[config.mk]
export PLATFORM = sky130hd
export DESIGN_NAME = write_back
export DESIGN_NICKNAME = d
export VERILOG_FILES = /design/src/rtl/multicore_pkg.sv /design/src/rtl/reg_file.sv /design/src/rtl/write_back.sv
export SDC_FILE = /design/constraint.sdc
export NUM_CORES = 2
export LEC_CHECK = 0
export BUFFER_PORTS_ARGS = -buffer_cell sky130_fd_sc_hd__clkbuf_2
export CORE_UTILIZATION = 65
export DETAILED_ROUTE_END_ITERATION = 8
export PLACE_DENSITY = 0.84
export SETUP_SLACK_MARGIN = 0.2
export SLEW_MARGIN = 20
export SYNTH_ARGS = -nofsm -noshare
export SYNTH_HDL_FRONTEND = slang
export SYNTH_SLANG_ARGS = --single-unit
[constraint.sdc]
create_clock -name i_aclk -period 4.7 [get_ports i_aclk]
set_clock_uncertainty 0.1 [all_clocks]
set_input_delay 0.47 -clock i_aclk [delete_from_list [all_inputs] [get_ports i_aclk]]
set_output_delay 0.47 -clock i_aclk [all_outputs]
set_load 0.01 [all_outputs]
[src/rtl/multicore_pkg.sv]
// multicore_pkg: shared core sizes and pipeline control encodings
package multicore_pkg;
  localparam int DATA_SIZE = 32;
  localparam int INST_SIZE = 32;
  localparam int NUM_REGS  = 32;
  localparam int REG_AW    = $clog2(NUM_REGS);
  typedef enum logic [1:0] {WB_ALU = 2'b00, WB_MEM = 2'b01, WB_PC = 2'b10, WB_RSVD = 2'b11} t_wbsel;
  typedef enum logic [2:0] {LD_B, LD_H, LD_W, LD_BU, LD_HU} t_ldop;
  typedef enum logic [1:0] {SOP_B, SOP_H, SOP_W} t_sop;
endpackage

[src/rtl/reg_file.sv]
// reg_file: NUM_REGS x DATA_SIZE registers; ports: i_aclk/i_areset_n, one write port (we_i, waddr_i, wdata_i), NUM_RD_PORTS async read ports (raddr_i -> rdata_o) with x0 = 0 and write bypass
module reg_file import multicore_pkg::*; #(
  parameter int NUM_RD_PORTS = 2
) (
  input  logic                                   i_aclk,
  input  logic                                   i_areset_n,
  input  logic                                   we_i,
  input  logic [REG_AW-1:0]                      waddr_i,
  input  logic [DATA_SIZE-1:0]                   wdata_i,
  input  logic [NUM_RD_PORTS-1:0][REG_AW-1:0]    raddr_i,
  output logic [NUM_RD_PORTS-1:0][DATA_SIZE-1:0] rdata_o
);
  logic [DATA_SIZE-1:0] regs_q [NUM_REGS];
  always_ff @(posedge i_aclk or negedge i_areset_n)
    if (!i_areset_n) for (int r = 0; r < NUM_REGS; r++) regs_q[r] <= '0;
    else if (we_i && waddr_i != '0) regs_q[waddr_i] <= wdata_i;
  for (genvar g = 0; g < NUM_RD_PORTS; g++) begin : g_rd
    assign rdata_o[g] = (raddr_i[g] == '0) ? '0 :
                        (we_i && raddr_i[g] == waddr_i) ? wdata_i : regs_q[raddr_i[g]];
  end
endmodule

[src/rtl/write_back.sv]
// write_back: selects write-back data, waits on pending loads, commits to reg_file; ports: control/data in, rs1/rs2 reads, o_stall, forwarding view, 64-bit commit count
module write_back import multicore_pkg::*; #(
  parameter int NUM_RD_PORTS = 2
) (
  input  logic                 i_aclk,
  input  logic                 i_areset_n,
  input  logic                 i_cu_regwrite,
  input  logic [1:0]           i_cu_memtoreg,
  input  logic [REG_AW-1:0]    i_rdest,
  input  logic [DATA_SIZE-1:0] i_exe_data,
  input  logic [DATA_SIZE-1:0] i_mem_data,
  input  logic                 i_mem_valid,
  input  logic [INST_SIZE-1:0] i_pcplus4,
  input  logic [REG_AW-1:0]    i_rs1_addr,
  input  logic [REG_AW-1:0]    i_rs2_addr,
  output logic [DATA_SIZE-1:0] o_rs1_data,
  output logic [DATA_SIZE-1:0] o_rs2_data,
  output logic                 o_stall,
  output logic                 o_fwd_valid,
  output logic [REG_AW-1:0]    o_fwd_rdest,
  output logic [DATA_SIZE-1:0] o_fwd_data,
  output logic [63:0]          o_commit_count
);
  typedef enum logic {WB_IDLE, WB_LDWAIT} t_wb_state;
  t_wb_state state_q, state_d;
  logic [REG_AW-1:0] rdest_q, rdest_d, waddr;
  logic [DATA_SIZE-1:0] wdata, sel_data;
  logic [63:0] count_q;
  logic commit, stall, wr_en;
  logic [NUM_RD_PORTS-1:0][REG_AW-1:0] raddr;
  logic [NUM_RD_PORTS-1:0][DATA_SIZE-1:0] rdata;
  t_wbsel sel;
  assign sel = t_wbsel'(i_cu_memtoreg);
  assign sel_data = (sel == WB_MEM) ? i_mem_data : (sel == WB_PC) ? DATA_SIZE'(i_pcplus4) : i_exe_data;
  always_comb begin
    state_d = state_q;
    rdest_d = rdest_q;
    waddr   = i_rdest;
    wdata   = sel_data;
    commit  = 1'b0;
    stall   = 1'b0;
    if (state_q == WB_LDWAIT) begin
      waddr   = rdest_q;
      wdata   = i_mem_data;
      commit  = i_mem_valid;
      stall   = !i_mem_valid;
      state_d = i_mem_valid ? WB_IDLE : WB_LDWAIT;
    end else if (i_cu_regwrite) begin
      commit  = !(sel == WB_MEM && !i_mem_valid);
      stall   = !commit;
      rdest_d = commit ? rdest_q : i_rdest;
      state_d = commit ? WB_IDLE : WB_LDWAIT;
    end
  end
  // Gate with reset so nothing stalls, forwards or bypasses while held in reset
  assign wr_en   = commit & i_areset_n;
  assign o_stall = stall & i_areset_n;
  always_ff @(posedge i_aclk or negedge i_areset_n)
    if (!i_areset_n) begin
      state_q <= WB_IDLE;
      rdest_q <= '0;
      count_q <= '0;
    end else begin
      state_q <= state_d;
      rdest_q <= rdest_d;
      count_q <= count_q + 64'(wr_en);
    end
  assign raddr[0] = i_rs1_addr;
  assign raddr[1] = i_rs2_addr;
  reg_file #(.NUM_RD_PORTS(NUM_RD_PORTS)) u_rf (
    .i_aclk(i_aclk), .i_areset_n(i_areset_n), .we_i(wr_en), .waddr_i(waddr),
    .wdata_i(wdata), .raddr_i(raddr), .rdata_o(rdata)
  );
  assign o_rs1_data     = rdata[0];
  assign o_rs2_data     = rdata[1];
  assign o_fwd_valid    = wr_en;
  assign o_fwd_rdest    = waddr;
  assign o_fwd_data     = wdata;
  assign o_commit_count = count_q;
endmodule

==> results.cfg <==
[routing]
antenna_left = 0
drc_errors = 0
via_count = 41863
drt_iter0_drc = 5566
via_per_inst = 7.53
avgRoutedWirePerCell_um = 33.0
postRouteWirelength_um = 183000
dr.pass1.iters = 8

[floorplan]
dieArea_um2 = 91900
die_y_um = 303
die-width_um = 303
io_pins = 284
rows = 110
core_um2 = 90000
start_util_pct = 65.5

[pwr]
p_int_uw = 19700
peakVddDrop_mv = 0.363
p_leak_uw = 0.0303
p_comb_share_pct = 20.6
seq_power_share_pct = 44.4
power.switching_uw = 7940
clkPwrFrac_pct = 35.0
swShare_pct = 28.7
cellPowerDensity_nw_per_um2 = 419

[cells_and_area]
area_growth_pct = 12.0
diodes = 0
finish.net_count = 4406
drive_gt1_share_pct = 52.4
fin_cells = 5559
finish.utilization_pct = 73.4

[grt]
grt_pass1_vias = 42788
grt_max_degree = 182
grt-ovfl-total = 0
grt_pass1_wl_um = 274000
antenna_found_initial = 0
track_usage_pct = 40.5

[yosys]
async_reset_ff_share_pct = 100
netlist_area_um2 = 59000
yosys.area.top_type_share_pct = 46.4
syn-num-nets = 4291
syn_inst = 4172
yosysWarnings = 0
ys_top_cells_by_area = dfrtp_1, mux2_2, mux4_2
ys_ff_latch = 1093
ys_seq_area_share_pct = 46.4
synth_edf_count = 0
synth.distinct_cells = 52
synth_top_area_cell = dfrtp_1
ys.flop_type = dfrtp_1
avgSynthCellArea_um2 = 14.1

[placement]
port_buffers = 283
dp_cells = 5345
gp_congestion = 0.902
dp_slack_ps = 590
hpwl_um = 111000

[worst_setup_path]
crit_type = register to output pin
start_kind = register
endpoint_kind = output pin
worstPathRequired_ps = 4130
crit_arrival_ps = 3830
cp_max_fo = 34

[cts]
clockBufferDepth = 3
cts_tree = yes
clkTransAtPathRegs_ps = 70
clockRootBuffer = clkbuf_16
clock-sinks = 1093
htreeDepth = 3
numCtsBuffers = 111
clk_latency_ps = 720

[run_status]
status = finished clean

[sta]
slew_headroom_pct = 18.5
final-hold-violation-count = 0
finalSetupViolations = 0
final.setup.tns_ps = 0
rsz0062_at_grt = false
fmax_ghz = 0.227
drv_slew = 0
layout_setup_ws_ps = 299
min_period_ps = 4400
worstMarginPinSlew_ps = 1220
finalCritPeriodShare_pct = 93.6

[run]
maxCapViolCount = 0

[hold_path]
hp-class = primary input to register
## through the flow
step	hold slack, ps	total power (uW)	area (um2)
floorplan	74.4	15900	59000
global placement	229	17500	62000
detailed placement	230	17800	62000
CTS	7.61	27500	66000
global route	19.2	28500	66000
finish	31.0	27600	66000
## Yosys cell counts (all sizes together), types with 2 or more instances
| master | instances |
|---|---|
| a211oi | 124 |
| a21oi | 99 |
| a22oi | 122 |
| a31o | 2 |
| and2 | 8 |
| and3 | 5 |
| and4 | 4 |
| buf | 206 |
| clkbuf | 254 |
| dfrtp | 1093 |
| ha | 2 |
| inv | 51 |
| mux2 | 1137 |
| mux2i | 102 |
| mux4 | 439 |
| nand2 | 64 |
| nand2b | 8 |
| nand3 | 23 |
| nand4 | 12 |
| nor2 | 69 |
| nor2b | 72 |
| nor3 | 22 |
| nor4 | 29 |
| nor4b | 4 |
| o21ai | 5 |
| o221ai | 61 |
| o22ai | 70 |
| or2 | 2 |
| xnor2 | 34 |
| xor2 | 38 |
## layout by cell type (no fill, tap or decap), types with 6 or more instances in the layout
cell,instances
o22ai_1,70
inv_1,48
clkbuf_2,276
a22oi_1,122
nor2_1,67
nand3_1,23
a21oi_1,98
nor3_1,20
mux4_2,439
nor2b_4,7
nor2b_1,65
clkbuf_16,111
buf_4,142
dfrtp_1,1092
nand4_1,12
nor4_1,18
mux2_2,1130
nand2b_1,6
buf_12,33
o221ai_1,61
mux2_1,7
mux2i_1,99
nor4_2,9
nand2_1,32
clkinv_2,28
clkinvlp_4,6
nand2_2,31
xnor2_1,34
a211oi_1,124
clkbuf_1,15
xor2_1,38
bufinv_16,17
clkbuf_8,19
## flip-flops by register name, summed over array words and instances (netlist names)
name,flops
rdest_q,5
o_commit_count,64
u_rf.regs_q,1023
state_q,1
## cell families (layout without fill, tap and decap cells)
family	count (synthesis)	after routing	synth area share [%]
muxes	1678	1678	40.2
and+or+nand+nor	326	326	2.96
AOI/OAI and AO/OA	490	490	5.79
buffers and inverters	511	722	3.52
xor gates and xnor gates	72	72	1.07
adders and majority gates	2	2	0.0424
DFF	1093	1093	46.4
## per-layer routing
layer	global-route usage, %	vias up	wire (um)
li1	-	16269	-
met1	53.4	21806	66000
met2	59.8	3037	82500
met3	13.3	751	23300
met4	22.5	0	11500
met5	0	-	0
## worst max-delay path: stages (launching register included)
cell and delay, ps:
dfrtp_2 610, mux2i_2 420, xnor2_1 160, nor4_4 350, buf_12 350, and2_2 600
buf_4 330, a211oi_1 110, clkbuf_2 160
## cell type report
cell class                      instances  area (um2)
Inverter                               51         195
Clock buffer                          145        3100
Timing Repair Buffer                  462        3260
Fill cell                            5453       24000
Sequential cell                      1093       27400
Clock inverter                         64         891
Tap cell                             1176        1470
Multi-Input combinational cell       2568       29800
## power by group through the flow
stage	clock [uW]	combinational [uW]	sequential, uW
CTS	9680	5610	12200
global route	10100	6000	12400
floorplan	0	4060	11900
detailed placement	0	5530	12300
global placement	0	5340	12100
finish	9680	5690	12300
## worst paths after layout
kind | to | slack, ps | cells after the start | from
max | o_rs1_data[22] | 300 | 8 | state_q
min reg2reg | u_rf.regs_q[1006] | 300 | 0 | u_rf.regs_q[1006]
max reg2reg | u_rf.regs_q[89] | 830 | 7 | state_q
max in group asynchronous | u_rf.regs_q[46] | 1450 | 5 | i_areset_n
min in group asynchronous | o_commit_count[59] | 90 | 2 | i_areset_n
min | rdest_q[3] | 30 | 2 | i_rdest[3]
## repair_timing
item,CTS,global route
endpoints found under the setup margin,28,8
endpoints found under the hold margin,25,0
pin swaps,0,0
buffers inserted,0,0
resized for setup,3,3
hold buffers,4,0
Note: power is estimated with default switching activity, not from simulation.
